$ cat src/rtl/sisc_pkg.sv
// Shared SISC definitions: opcodes, IR field positions, fetch FSM encoding
// and the default reset PC.
package sisc_pkg;

   localparam logic [3:0] NOOP   = 4'd0;
   localparam logic [3:0] REG_OP = 4'd1;
   localparam logic [3:0] REG_IM = 4'd2;
   localparam logic [3:0] BRA    = 4'd4;
   localparam logic [3:0] BRR    = 4'd5;
   localparam logic [3:0] BNE    = 4'd6;
   localparam logic [3:0] BNR    = 4'd7;
   localparam logic [3:0] HLT    = 4'd15;

   localparam int OPCODE_MSB = 31;
   localparam int OPCODE_LSB = 28;
   localparam int MM_MSB     = 27;
   localparam int MM_LSB     = 24;
   localparam int IMM_MSB    = 15;
   localparam int IMM_LSB    = 0;

   localparam logic [15:0] RESET_PC_DEFAULT = 16'h0000;

   typedef enum logic [1:0] {
      FETCH_IDLE = 2'd0,
      FETCH_REQ  = 2'd1,
      FETCH_WAIT = 2'd2
   } fetch_state_t;

endpackage

$ cat src/rtl/fetch_unit_if.sv
// Instruction-memory fetch bus. Handshake: imem_req pulses for one cycle with
// imem_addr valid; imem_addr stays stable until the response, and imem_rdata is
// taken on the first cycle imem_valid is high while the fetcher is waiting.
interface fetch_unit_if #(
   parameter int PC_W    = 16,
   parameter int INSTR_W = 32
);
   logic               imem_req;
   logic [PC_W-1:0]    imem_addr;
   logic [INSTR_W-1:0] imem_rdata;
   logic               imem_valid;

   modport master (output imem_req, imem_addr, input imem_rdata, imem_valid);
   modport slave  (input imem_req, imem_addr, output imem_rdata, imem_valid);
endinterface

$ cat src/rtl/pc_next.sv
// Combinational next-PC selection: reset, increment, absolute or PC-relative
// branch target, all modulo 2^PC_W.
module pc_next #(
   parameter int              PC_W     = 16,
   parameter logic [PC_W-1:0] RESET_PC = '0
) (
   input  logic [PC_W-1:0] pc,
   input  logic [15:0]     imm,
   input  logic            pc_rst,
   input  logic            pc_write,
   input  logic            pc_sel,
   input  logic            br_sel,
   output logic [PC_W-1:0] next_pc
);

   always_comb begin
      next_pc = pc;
      if (pc_rst) begin
         next_pc = RESET_PC;
      end else if (pc_write) begin
         if (!pc_sel)
            next_pc = pc + PC_W'(1);
         else if (br_sel)
            next_pc = PC_W'(imm);
         else
            next_pc = pc + PC_W'($signed(imm));
      end
   end

endmodule

$ cat src/rtl/fetch_unit.sv
// PC / IR datapath with a three-state instruction fetch engine.
// Optional fetch watchdog enabled by defining IMEM_TIMEOUT_EN.
module fetch_unit
   import sisc_pkg::*;
#(
   parameter int              PC_W     = 16,
   parameter int              INSTR_W  = 32,
   parameter logic [PC_W-1:0] RESET_PC = PC_W'(RESET_PC_DEFAULT),
   parameter int              TIMEOUT  = 8
) (
   input  logic               clk,
   input  logic               rst_f,
   input  logic               pc_rst,
   input  logic               pc_write,
   input  logic               pc_sel,
   input  logic               br_sel,
   input  logic               ir_load,
   fetch_unit_if.master       imem,
   output logic [PC_W-1:0]    pc,
   output logic [INSTR_W-1:0] ir,
   output logic [3:0]         opcode,
   output logic [3:0]         mm,
   output logic [15:0]        imm,
   output logic               fetch_busy,
   output logic               fetch_err,
   output fetch_state_t       fetch_state
);

   fetch_state_t    state_q, state_d;
   logic [PC_W-1:0] pc_d;
   logic            take_load;
   logic            data_done;
   logic            timed_out;

   // pc_rst aborts any fetch, so it also blocks a fetch from starting.
   assign take_load = (state_q == FETCH_IDLE) && ir_load && !pc_rst;
   assign data_done = (state_q == FETCH_WAIT) && imem.imem_valid && !pc_rst;

   always_ff @(posedge clk or negedge rst_f) begin
      if (!rst_f) state_q <= FETCH_IDLE;
      else        state_q <= state_d;
   end

   always_comb begin
      state_d = state_q;
      if (pc_rst) begin
         state_d = FETCH_IDLE;
      end else begin
         case (state_q)
            FETCH_IDLE: if (ir_load) state_d = FETCH_REQ;
            FETCH_REQ:  state_d = FETCH_WAIT;
            FETCH_WAIT: if (imem.imem_valid || timed_out) state_d = FETCH_IDLE;
            default:    state_d = FETCH_IDLE;
         endcase
      end
   end

   always_comb begin
      imem.imem_req = (state_q == FETCH_REQ);
      fetch_busy    = (state_q != FETCH_IDLE);
      fetch_state   = state_q;
   end

   pc_next #(
      .PC_W     (PC_W),
      .RESET_PC (RESET_PC)
   ) u_pc_next (
      .pc       (pc),
      .imm      (imm),
      .pc_rst   (pc_rst),
      .pc_write (pc_write),
      .pc_sel   (pc_sel),
      .br_sel   (br_sel),
      .next_pc  (pc_d)
   );

   // imem_addr takes the pre-update pc, so ir_load + pc_write is a normal fetch.
   always_ff @(posedge clk or negedge rst_f) begin
      if (!rst_f) begin
         pc             <= RESET_PC;
         ir             <= '0;
         imem.imem_addr <= '0;
      end else begin
         pc <= pc_d;
         if (take_load)
            imem.imem_addr <= pc;
         if (data_done)
            ir <= imem.imem_rdata;
         else if (timed_out)
            ir <= '0;
      end
   end

   assign opcode = ir[OPCODE_MSB:OPCODE_LSB];
   assign mm     = ir[MM_MSB:MM_LSB];
   assign imm    = ir[IMM_MSB:IMM_LSB];

`ifdef IMEM_TIMEOUT_EN
   localparam int CNT_W = $clog2(TIMEOUT + 1);

   logic [CNT_W-1:0] wait_cnt;
   logic             err_q;

   // Abort on the TIMEOUT-th waiting cycle that still has no response.
   assign timed_out = (state_q == FETCH_WAIT) && !imem.imem_valid && !pc_rst &&
                      (wait_cnt == CNT_W'(TIMEOUT - 1));

   always_ff @(posedge clk or negedge rst_f) begin
      if (!rst_f) begin
         wait_cnt <= '0;
         err_q    <= 1'b0;
      end else begin
         if ((state_q == FETCH_WAIT) && !pc_rst && !imem.imem_valid && !timed_out)
            wait_cnt <= wait_cnt + CNT_W'(1);
         else
            wait_cnt <= '0;
         if (timed_out)
            err_q <= 1'b1;
      end
   end

   assign fetch_err = err_q;
`else
   localparam int unused_timeout = TIMEOUT;

   assign timed_out = 1'b0;
   assign fetch_err = 1'b0;
`endif

endmodule

$ cat src/flat_wrapper.sv
// flat-port wrapper written by rule: the top's interface ports become plain ports
module fetch_unit_flat import sisc_pkg::*;
#(
   parameter int              PC_W     = 16,
   parameter int              INSTR_W  = 32,
   parameter logic [PC_W-1:0] RESET_PC = PC_W'(RESET_PC_DEFAULT),
   parameter int              TIMEOUT  = 8
)
  (clk, rst_f, pc_rst, pc_write, pc_sel, br_sel, ir_load, pc, ir, opcode, mm, imm, fetch_busy, fetch_err, fetch_state, imem_imem_req, imem_imem_addr, imem_imem_rdata, imem_imem_valid);
  fetch_unit_if #(.PC_W(PC_W), .INSTR_W(INSTR_W)) imem_i ();
  input  logic clk;
  input  logic rst_f;
  input  logic pc_rst;
  input  logic pc_write;
  input  logic pc_sel;
  input  logic br_sel;
  input  logic ir_load;
  output logic [PC_W-1:0] pc;
  output logic [INSTR_W-1:0] ir;
  output logic [3:0] opcode;
  output logic [3:0] mm;
  output logic [15:0] imm;
  output logic fetch_busy;
  output logic fetch_err;
  output fetch_state_t fetch_state;
  output wire logic [$bits(imem_i.imem_req)-1:0] imem_imem_req;
  output wire logic [$bits(imem_i.imem_addr)-1:0] imem_imem_addr;
  input wire logic [$bits(imem_i.imem_rdata)-1:0] imem_imem_rdata;
  input wire logic [$bits(imem_i.imem_valid)-1:0] imem_imem_valid;
  assign imem_imem_req = imem_i.imem_req;
  assign imem_imem_addr = imem_i.imem_addr;
  assign imem_i.imem_rdata = imem_imem_rdata;
  assign imem_i.imem_valid = imem_imem_valid;
  fetch_unit #(.PC_W(PC_W), .INSTR_W(INSTR_W), .RESET_PC(RESET_PC), .TIMEOUT(TIMEOUT)) u_core (.clk(clk), .rst_f(rst_f), .pc_rst(pc_rst), .pc_write(pc_write), .pc_sel(pc_sel), .br_sel(br_sel), .ir_load(ir_load), .imem(imem_i), .pc(pc), .ir(ir), .opcode(opcode), .mm(mm), .imm(imm), .fetch_busy(fetch_busy), .fetch_err(fetch_err), .fetch_state(fetch_state));
endmodule
$ cat config.mk
export PLATFORM = sky130hd
export DESIGN_NAME = fetch_unit_flat
export DESIGN_NICKNAME = d
export VERILOG_FILES = /design/src/rtl/sisc_pkg.sv /design/src/rtl/fetch_unit_if.sv /design/src/rtl/pc_next.sv /design/src/rtl/fetch_unit.sv /design/src/flat_wrapper.sv
export SDC_FILE = /design/constraint.sdc
export NUM_CORES = 1
export LEC_CHECK = 0
export ABC_AREA = 1
export CAP_MARGIN = 10
export CORE_MARGIN = 5
export CORE_UTILIZATION = 35
export DETAILED_ROUTE_END_ITERATION = 12
export GPL_TIMING_DRIVEN = 0
export PLACE_DENSITY = 0.63
export SLEW_MARGIN = 10
export SYNTH_ARGS = -nofsm -noshare
export SYNTH_HDL_FRONTEND = slang
export SYNTH_SLANG_ARGS = --single-unit
$ cat constraint.sdc
create_clock -name clk -period 4.27 [get_ports clk]
set_clock_uncertainty 0.2 [all_clocks]
set_input_delay 0.6405 -clock clk [delete_from_list [all_inputs] [get_ports clk]]
set_output_delay 0.6405 -clock clk [all_outputs]
set_load 0.05 [all_outputs]
# After elaboration in Yosys (flattened, before gate mapping)
# Index checks and enable logic that the tools add are counted.
[op_classes]
add_sub_neg = 2
eq_ne = 4
mux = 8
reduce_logical = 9
[op_table]
columns = ["op", "count"]
rows = [
  ["2-to-1 mux 16 bit", 4],
  ["adder 16 x 1 -> 16 bit, second input constant", 1],
  ["adder 16 bit", 1],
  ["2-to-1 mux 2 bit", 3],
  ["inequality test 3 bit, second input constant", 2],
  ["one-hot mux 2 bit (3 select lines)", 1],
  ["logical AND 1 bit", 4],
  ["nonzero test 2 bit", 2],
  ["equality test 2 x 1 -> 1 bit, second input constant", 1],
  ["equality test 2 bit, second input constant", 1],
  ["zero test 2 bit", 1],
  ["AND reduction 2 bit", 1],
  ["zero test 1 bit", 1],
]
[totals]
ff_bits = 66
in_bits = 40
out_inout_bits = 93
word_cells = 27

# Longest topological paths before layout
# Gate-level depths: netlist of the first run.
[depth]
ltp_word = 5
mapped_depth = 13
mapped_depth_nobuf = 13

# Modules after synthesis
# A second synthesis of the first run with hierarchy kept.
[unflattened]
hier_cells = 616
hier_area_um2 = 4403.0
[by_module_without_submodules]
columns = ["module", "n_inst", "cells_each", "area_each_um2", "seq_area_each_um2"]
rows = [
  ["fetch_unit", 1, 265, 2641.3, 1651.6],
  ["pc_next", 1, 351, 1761.7, 0.0],
]

# Worst setup path before layout of the first run
# OpenSTA, ideal clock, no wires.
[synth_path]
path_type = "reg-to-reg"
start = "register u_core.pc[0]"
end = "register u_core.pc[12]"
setup_ps = 118
t_arrival_ps = 2014
t_required_ps = 3952
setup_slack_ps = 1937
path_stages_with_launch = 14
path_buffers = 0
period_less_slack_ps = 2333
cell_sequence = "dfrtp_1 ha_1 inv_1 fa_1 inv_1 nand3_1 nand3_1 nand3_1 nand3_1 nand2_1 nand3_1 nand2_1 nand2_1 nand2_1"
[synth_via]
elab_chain_cells = 5
word_cells_on_any_way = 6
classes_between = "add/sub: 2; mux: 4"
[synth_lines]
columns = ["item", "line_no", "text"]
rows = [
  ["from (decl)", "fetch_unit.sv:19", "output logic [PC_W-1:0] pc,"],
  ["from (signal assigned)", "fetch_unit.sv:84", "pc <= pc_d;"],
  ["adder 16 bit", "pc_next.sv:26", "next_pc = pc + PC_W'($signed(imm));"],
  ["2-to-1 mux 16 bit", "pc_next.sv:23", "else if (br_sel)"],
  ["2-to-1 mux 16 bit (*)", "pc_next.sv:21", "if (!pc_sel)"],
  ["2-to-1 mux 16 bit (*)", "pc_next.sv:20", "end else if (pc_write) begin"],
  ["2-to-1 mux 16 bit (*)", "pc_next.sv:18", "if (pc_rst) begin"],
]
# Mark *: on every way between the ends. The rest lies on a longest branch, timed or not. The select of a mux whose other input is x is not followed.
# A chain may end at the register's enable or synchronous reset.

# Worst setup path after layout of the first run
[layout_path]
start = "register u_core.pc[11]"
end = "output port pc[11]"
[layout_rtl]
columns = ["item", "line_no", "text"]
rows = [
  ["to (decl)", "flat_wrapper.sv:18", "output logic [PC_W-1:0] pc;"],
]
# No word-level cell between the ends.

==> results by group, run 1 <==
Yosys
  • Syn Inst Count: 542
  • Warnings, synthesis: 0
  • Seq cells post-synth: between 60 and 70
  • Syn_nets: 599
  • Syn Area/Cell: 7.803 um2
  • Post-synth cell types: 36
  • Post-Syn Area: 0.004229 mm2
  • Sequential share of the synthesized area: 0.3905

Critical path
  • Slowest CP cell: clkdlybuf4s50_1
  • Arr. time, crit path: ~1800 ps
  • Critical path class: reg -> out
  • Critical Path, Cell by Cell: clkdlybuf4s50_1
  • Reg2reg path depth: 13
  • Max FO, Critical Path: 8
  • Worst EP required: 3430 ps
  • Startpoint type of the worst setup path: register
  • Worst setup EP type: output pin
  • Critical path buffer and inverter count: 1
  • Delay-heaviest family, CP: buffers and inverters
  • Crit path depth: 1
  • Max incr delay on CP: roughly 900 ps

Cells and area
  • Most frequent cells in the layout: 159 x nand2_1, 130 x clkdlybuf4s50_1, 66 x dfrtp_1
  • Design area: just over 0.006 mm2
  • Area growth from synthesis to layout: 42.84%
  • Diodes inserted: 0
  • Filler cells: ~1.2k
  • Non-filler cells, final: 838
  • Share of cells above drive strength 1: 0.1375
  • Fin nets: between 700 and 800
  • Commonest non-fill, non-tap cell in the layout: nand2_1
  • Fin util: 0.5071

Timing
  • Final Hold Vio Count: 0
  • Minimum clock period: 2621 ps
  • RSZ-0062 raised after global routing: no
  • Actual slew at the worst max-slew pin: about 550 ps
  • Setup Viol. Count Final: 0
  • Fmax: around 0.38 GHz
  • Total negative slack: 0 ps
  • Period utilization: 0.6137
  • Slew headroom: 0.6321
  • Slew Viols, Final: 0

Global routing
  • GRT Total Usage: 0.1839
  • Vias in the first global route: between 4k and 5k
  • Initial antenna violation count: 0
  • GRT overflow: 0
  • Largest net degree at the start of global routing: 64
  • First-pass GRT wire length: roughly 21 mm

Job
  • Maxcap violations: 0

Floorplanning
  • Row cnt: 40
  • Die X: 119.9 um
  • CORE AREA: roughly 0.012 mm2
  • I/O pin cnt: 133
  • Die Area: ~0.014 mm2
  • Starting Density: 0.3550
  • DIE HEIGHT: roughly 120 um

Power
  • Pleak: roughly 2.9 nW
  • Peak VDD IR: 0.0002934 V
  • Switching share of power: 0.4649
  • Internal power: 1.825 mW
  • Net Sw Power: 1.586 mW
  • PwrDens: around 560 mW/mm2
  • Pwr Total: around 3.4 mW
  • Register share of total power: 0.267
  • Comb power frac: 0.529
  • Clk pwr share: 0.204

Route
  • DRC errors left: 0
  • Via density: about 4.9
  • Routed len/inst: 15.64 um
  • Post-route ant nets: 0
  • Routed wire length: 13.11 mm
  • Pre-Repair DR Iteration Count: 4
  • 1st-iter DRT viols: 276
  • Via count: 4122

Worst hold path
  • HP Class: reg -> reg
  • Hold Path Depth: 2

Clock tree
  • CTS tree: done
  • CTS H-Tree Depth: 3
  • Clock tree buffer depth: 2
  • CTS clk-pin slew, worst paths: about 50 ps
  • Clock buffer count from CTS: 9
  • Clk Latency, worst-skew pair: around 330 ps
  • Clk sink count: 66
  • Clk root buf: clkbuf_16

Placed design
  • GPL Wtd Cong: 0.8694
  • Placed insts: 821
  • Post-DP Area: ~0.0057 mm2
  • I/O Buffers: 131
  • Detail Placement HPWL: between 10 and 15 mm

Outcome
  • Status: complete, no violations
## cell usage after synthesis
cell | number | area share
nor3_2 | 1 | 0.0024
fa_1 | 1 | 0.0047
xnor2_1 | 4 | 0.0083
nor3_1 | 6 | 0.0071
and2_1 | 1 | 0.0015
buf_6 | 3 | 0.0080
or2_0 | 2 | 0.0030
nor2_1 | 22 | 0.020
inv_2 | 1 | 0.00089
nand3b_1 | 3 | 0.0053
buf_4 | 27 | 0.048
or2_2 | 2 | 0.0030
ha_1 | 16 | 0.047
nand3_1 | 32 | 0.038
o22ai_1 | 3 | 0.0044
clkinv_1 | 1 | 0.00089
a21oi_1 | 32 | 0.038
buf_2 | 1 | 0.0012
or2_1 | 1 | 0.0015
nand2_1 | 159 | 0.14
nor2_2 | 7 | 0.010
a31oi_1 | 1 | 0.0015
nand3_2 | 3 | 0.0071
xor2_1 | 5 | 0.010
o21a_1 | 1 | 0.0018
inv_1 | 62 | 0.055
conb_1 | 1 | 0.00089
buf_1 | 1 | 0.00089
nor4_1 | 1 | 0.0015
o21ai_0 | 28 | 0.033
dfrtp_1 | 66 | 0.39
nand2_2 | 1 | 0.0015
o21ai_1 | 3 | 0.0035
nand4_1 | 7 | 0.010
mux2_2 | 31 | 0.083
clkbuf_1 | 6 | 0.0053
## final cells by class
| type | count | area, um2 | share of cell area |
|---|---|---|---|
| Timing Repair Buffer | 133 | 1346 | 0.2229 |
| Sequential cell | 66 | 1652 | 0.2734 |
| Tap cell | 147 | 183.9 | 0.03045 |
| Buffer | 38 | 267.8 | 0.04432 |
| Clock inverter | 6 | 42.54 | 0.007042 |
| Clock buffer | 10 | 239.0 | 0.03956 |
| Multi-Input combinational cell | 374 | 2069 | 0.3426 |
| Inverter | 64 | 240.2 | 0.03977 |
## metal layers
| metal | wire (um) | vias to the layer above | GRT usage |
|---|---|---|---|
| met5 | 0 | - | 0 |
| met4 | 134 | 0 | 0.05011 |
| met3 | 504 | 9 | 0.02922 |
| met1 | 5799 | 1998 | 0.2401 |
| met2 | 6670 | 97 | 0.3154 |
| li1 | - | 2018 | - |
## kinds of logic (layout without fill, tap and decap cells)
group                    Yosys count  after routing  share of synthesized area
buffers and inverters            102            251                     0.1201
adder cells (fa/ha/maj)           17             17                    0.05207
flip-flops                        66             66                     0.3905
AO/OA/AOI/OAI                     68             68                    0.08225
XOR/XNOR                           9              9                    0.01864
multiplexers                      31             31                    0.08254
other                              1              1                  0.0008867
AND/OR/NAND/NOR                  248            248                     0.2530
## state kept, by name (all words and copies together), names as in the netlist
name and flops:
u_core.ir 32, u_core.fetch_state 2, u_core.imem.imem_addr 16, u_core.pc 16
## power by group through the flow
stage	Sequential (mW)	Combinational, mW	Clock [mW]
after global routing	0.934	1.91	0.737
after CTS	0.911	1.81	0.708
after detailed placement	0.918	1.81	0
after floorplan	1.34	0.777	0
after global placement	0.915	1.78	0
final	0.910	1.81	0.695
## what timing repair did
action                                 4_1_cts  5_1_grt
endpoints found under the hold margin        3        0
buffers inserted                             0        0
resized for setup                            0        0
hold buffers                                 1        0
## per-stage QoR
stage                     hold slack, ps  worst slack, ps
final                              291.0             1649
after global routing               319.1             1599
after CTS                          298.3             1619
after detailed placement           250.6             1710
after global placement             275.0            75.43
after floorplan                    144.9             1937
## worst paths after layout
check,startpoint,end,slack (ps)
max,u_core.pc[11]$_DFFE_PN0P_,pc[11],1650
min,u_core.imem.imem_addr[12]$_DFFE_PN0P_,u_core.imem.imem_addr[12]$_DFFE_PN0P_,290
max reg2reg,u_core.pc[0]$_DFFE_PN0P_,u_core.pc[8]$_DFFE_PN0P_,1990
min reg2reg,u_core.imem.imem_addr[12]$_DFFE_PN0P_,u_core.imem.imem_addr[12]$_DFFE_PN0P_,290
max in group asynchronous,rst_f,u_core.ir[9]$_DFFE_PN0P_,2900
min in group asynchronous,rst_f,u_core.ir[26]$_DFFE_PN0P_,460
No activity file was read; power rests on OpenSTA's default activity.
==> run 2: changes to the inputs <==
- PLACE_DENSITY: 0.63 -> 0.65
- clock period: 4.27 -> 2.35 ns (I/O delays scaled with it)
==> results by group, run 2 (same netlist as run 1, synthesis figures left out) <==
Outcome
  • Status: complete, no violations

Timing
  • Period utilization: 0.9733
  • Slew headroom: 0.6383 (+0.006165)
  • Slew Viols, Final: 0 (unchanged)
  • Setup Viol. Count Final: 0 (unchanged)
  • Fmax: 0.4372 GHz
  • Hold slack: 271.2 ps (-19.84 ps)
  • Minimum clock period: 2287 ps
  • Final Hold Vio Count: 0 (unchanged)
  • RSZ-0062 raised after global routing: no
  • Total negative slack: 0 ps (unchanged)
  • Actual slew at the worst max-slew pin: 540.9 ps (-9.219 ps)

Cells and area
  • Filler cells: 1120 (-2.9%)
  • Largest regs: u_core.ir x32, u_core.imem.imem_addr x16, u_core.pc x16
  • Most frequent cells in the layout: 159 x nand2_1, 127 x clkdlybuf4s50_1, 64 x dfrtp_1
  • Largest register FFs: 32 (unchanged)
  • Commonest non-fill, non-tap cell in the layout: nand2_1
  • Fin util: 0.5125 (+0.005357)
  • Biggest register: u_core.ir
  • Area growth from synthesis to layout: 44.35%
  • Share of cells above drive strength 1: 0.1414 (+0.003932)
  • Non-filler cells, final: 840 (+0.24%)
  • Diodes inserted: 0 (unchanged)
  • Fin nets: 745 (+0.27%)

Route
  • Via count: 4082 (-0.97%)
  • Routed wire length: 12.62 mm (-3.7%)
  • 1st-iter DRT viols: 171 (-38%)
  • Routed len/inst: 15.02 um (-4.0%)
  • Post-route ant nets: 0 (unchanged)
  • DRC errors left: 0 (unchanged)
  • Pre-Repair DR Iteration Count: 5 (+1)
  • Via density: 4.860 (-1.2%)

Global routing
  • First-pass GRT wire length: 20.87 mm (-1.3%)
  • Vias in the first global route: 4149 (+1.0%)
  • Largest net degree at the start of global routing: 47 (-27%)
  • Initial antenna violation count: 0 (unchanged)
  • GRT overflow: 0 (unchanged)
  • GRT Total Usage: 0.1806 (-0.003266)

Power
  • Clk pwr share: 0.227 (+0.023)
  • Internal power: 3.541 mW (+94%)
  • Net Sw Power: 2.833 mW (+79%)
  • Peak VDD IR: 0.0006462 V (+120%)
  • PwrDens: 1044 mW/mm2 (+85%)
  • Switching share of power: 0.4444 (-0.02050)
  • Comb power frac: 0.516 (-0.013)
  • Register share of total power: 0.257 (-0.010)
  • Pleak: 2.925 nW (+2.0%)
  • Pwr Total: 6.374 mW (+87%)

Placed design
  • Detail Placement HPWL: 9.952 mm (-1.1%)
  • I/O Buffers: 131 (unchanged)
  • GPL Wtd Cong: 0.8584 (-1.3%)
  • Placed insts: 821 (unchanged)

Floorplanning
  • Die X: 119.9 um (unchanged)
  • CORE AREA: 0.01191 mm2 (unchanged)
  • DIE HEIGHT: 119.9 um (unchanged)
  • Row cnt: 40 (unchanged)
  • Die Area: 0.01438 mm2 (unchanged)
  • Starting Density: 0.3550 (unchanged)
  • I/O pin cnt: 133 (unchanged)

Critical path
  • Critical path class: reg -> out
  • Max FO, Critical Path: 5 (-3)
  • Worst EP required: 1800 ps (-1630 ps)
  • Worst setup EP type: output pin
  • Arr. time, crit path: 1730 ps (-50 ps)
  • Startpoint type of the worst setup path: register

Clock tree
  • Clk Latency, worst-skew pair: 330 ps (about the same)
  • Clock buffer count from CTS: 9 (unchanged)
  • Clock tree buffer depth: 2 (unchanged)
  • Clk root buf: clkbuf_16
  • Clk sink count: 66 (unchanged)
  • CTS tree: done
  • CTS H-Tree Depth: 3 (unchanged)
  • CTS clk-pin slew, worst paths: 50 ps (about the same)

Job
  • Maxcap violations: 0 (unchanged)

Worst hold path
  • HP Class: in -> async
-- run 2: critical path, cell delays in order, from the launching register on --
cell and delay [ps]:
dfrtp_1 420, nor2_1 160, clkdlybuf4s50_1 820
-- run 2: through the flow --
| stage | area (um2) | setup WS (ps) |
|---|---|---|
| finish | 6105 | 62.73 |
| global route | 6105 | 3.302 |
| CTS | 6080 | 50.17 |
| detailed placement | 5749 | 85.63 |
| global placement | 5724 | -1539 |
| floorplan | 4229 | 17.19 |
-- run 2: power groups by stage --
stage	Clock, mW	Sequential, mW	Combinational [mW]
final	1.45	1.64	3.29
after floorplan	0	2.43	1.41
after CTS	1.47	1.65	3.29
after global routing	1.52	1.68	3.49
after global placement	0	1.66	3.23
after detailed placement	0	1.66	3.27
-- run 2: final cells by class --
| type | count | area, um2 | area share |
|---|---|---|---|
| buffer | 38 | 267.8 | 0.04386 |
| clock buffer | 12 | 246.5 | 0.04038 |
| clock inverter | 4 | 75.07 | 0.01230 |
| inverter | 64 | 240.2 | 0.03935 |
| multi-input combinational | 374 | 2072 | 0.3394 |
| sequential | 66 | 1654 | 0.2710 |
| tap | 147 | 183.9 | 0.03013 |
| timing repair buffer | 135 | 1365 | 0.2236 |
-- run 2: routing by layer --
layer / part of all wire / up-vias / track usage
li1: - / 2024 / -
met1: 0.45 / 1937 / 0.2311
met2: 0.49 / 108 / 0.3038
met3: 0.051 / 13 / 0.03864
met4: 0.012 / 0 / 0.05798
met5: 0 / - / 0
-- run 2: worst paths after layout --
kind                            slack [ps]  depth (start not counted)                               endpoint                                   from
max in group asynchronous             1150                          3              u_core.ir[10]$_DFFE_PN0P_                                  rst_f
worst min-delay path                   270                          2              u_core.ir[26]$_DFFE_PN0P_                                  rst_f
min in group clk                       290                          2  u_core.imem.imem_addr[12]$_DFFE_PN0P_  u_core.imem.imem_addr[12]$_DFFE_PN0P_
worst max-delay path                    60                          2                          imem_imem_req      u_core.fetch_state[1]$_DFFE_PN0P_
worst min register to register         290                          2  u_core.imem.imem_addr[12]$_DFFE_PN0P_  u_core.imem.imem_addr[12]$_DFFE_PN0P_
worst max register to register         120                          7               u_core.pc[3]$_DFFE_PN0P_               u_core.pc[2]$_DFFE_PN0P_
-- run 2: timing repair --
| action | CTS | global route |
|---|---|---|
| gates resized for setup | 1 | 5 |
| hold buffers | 1 | 0 |
| endpoints found under the setup margin | 1 | 7 |
| buffers inserted | 0 | 2 |
| endpoints found under the hold margin | 20 | 0 |
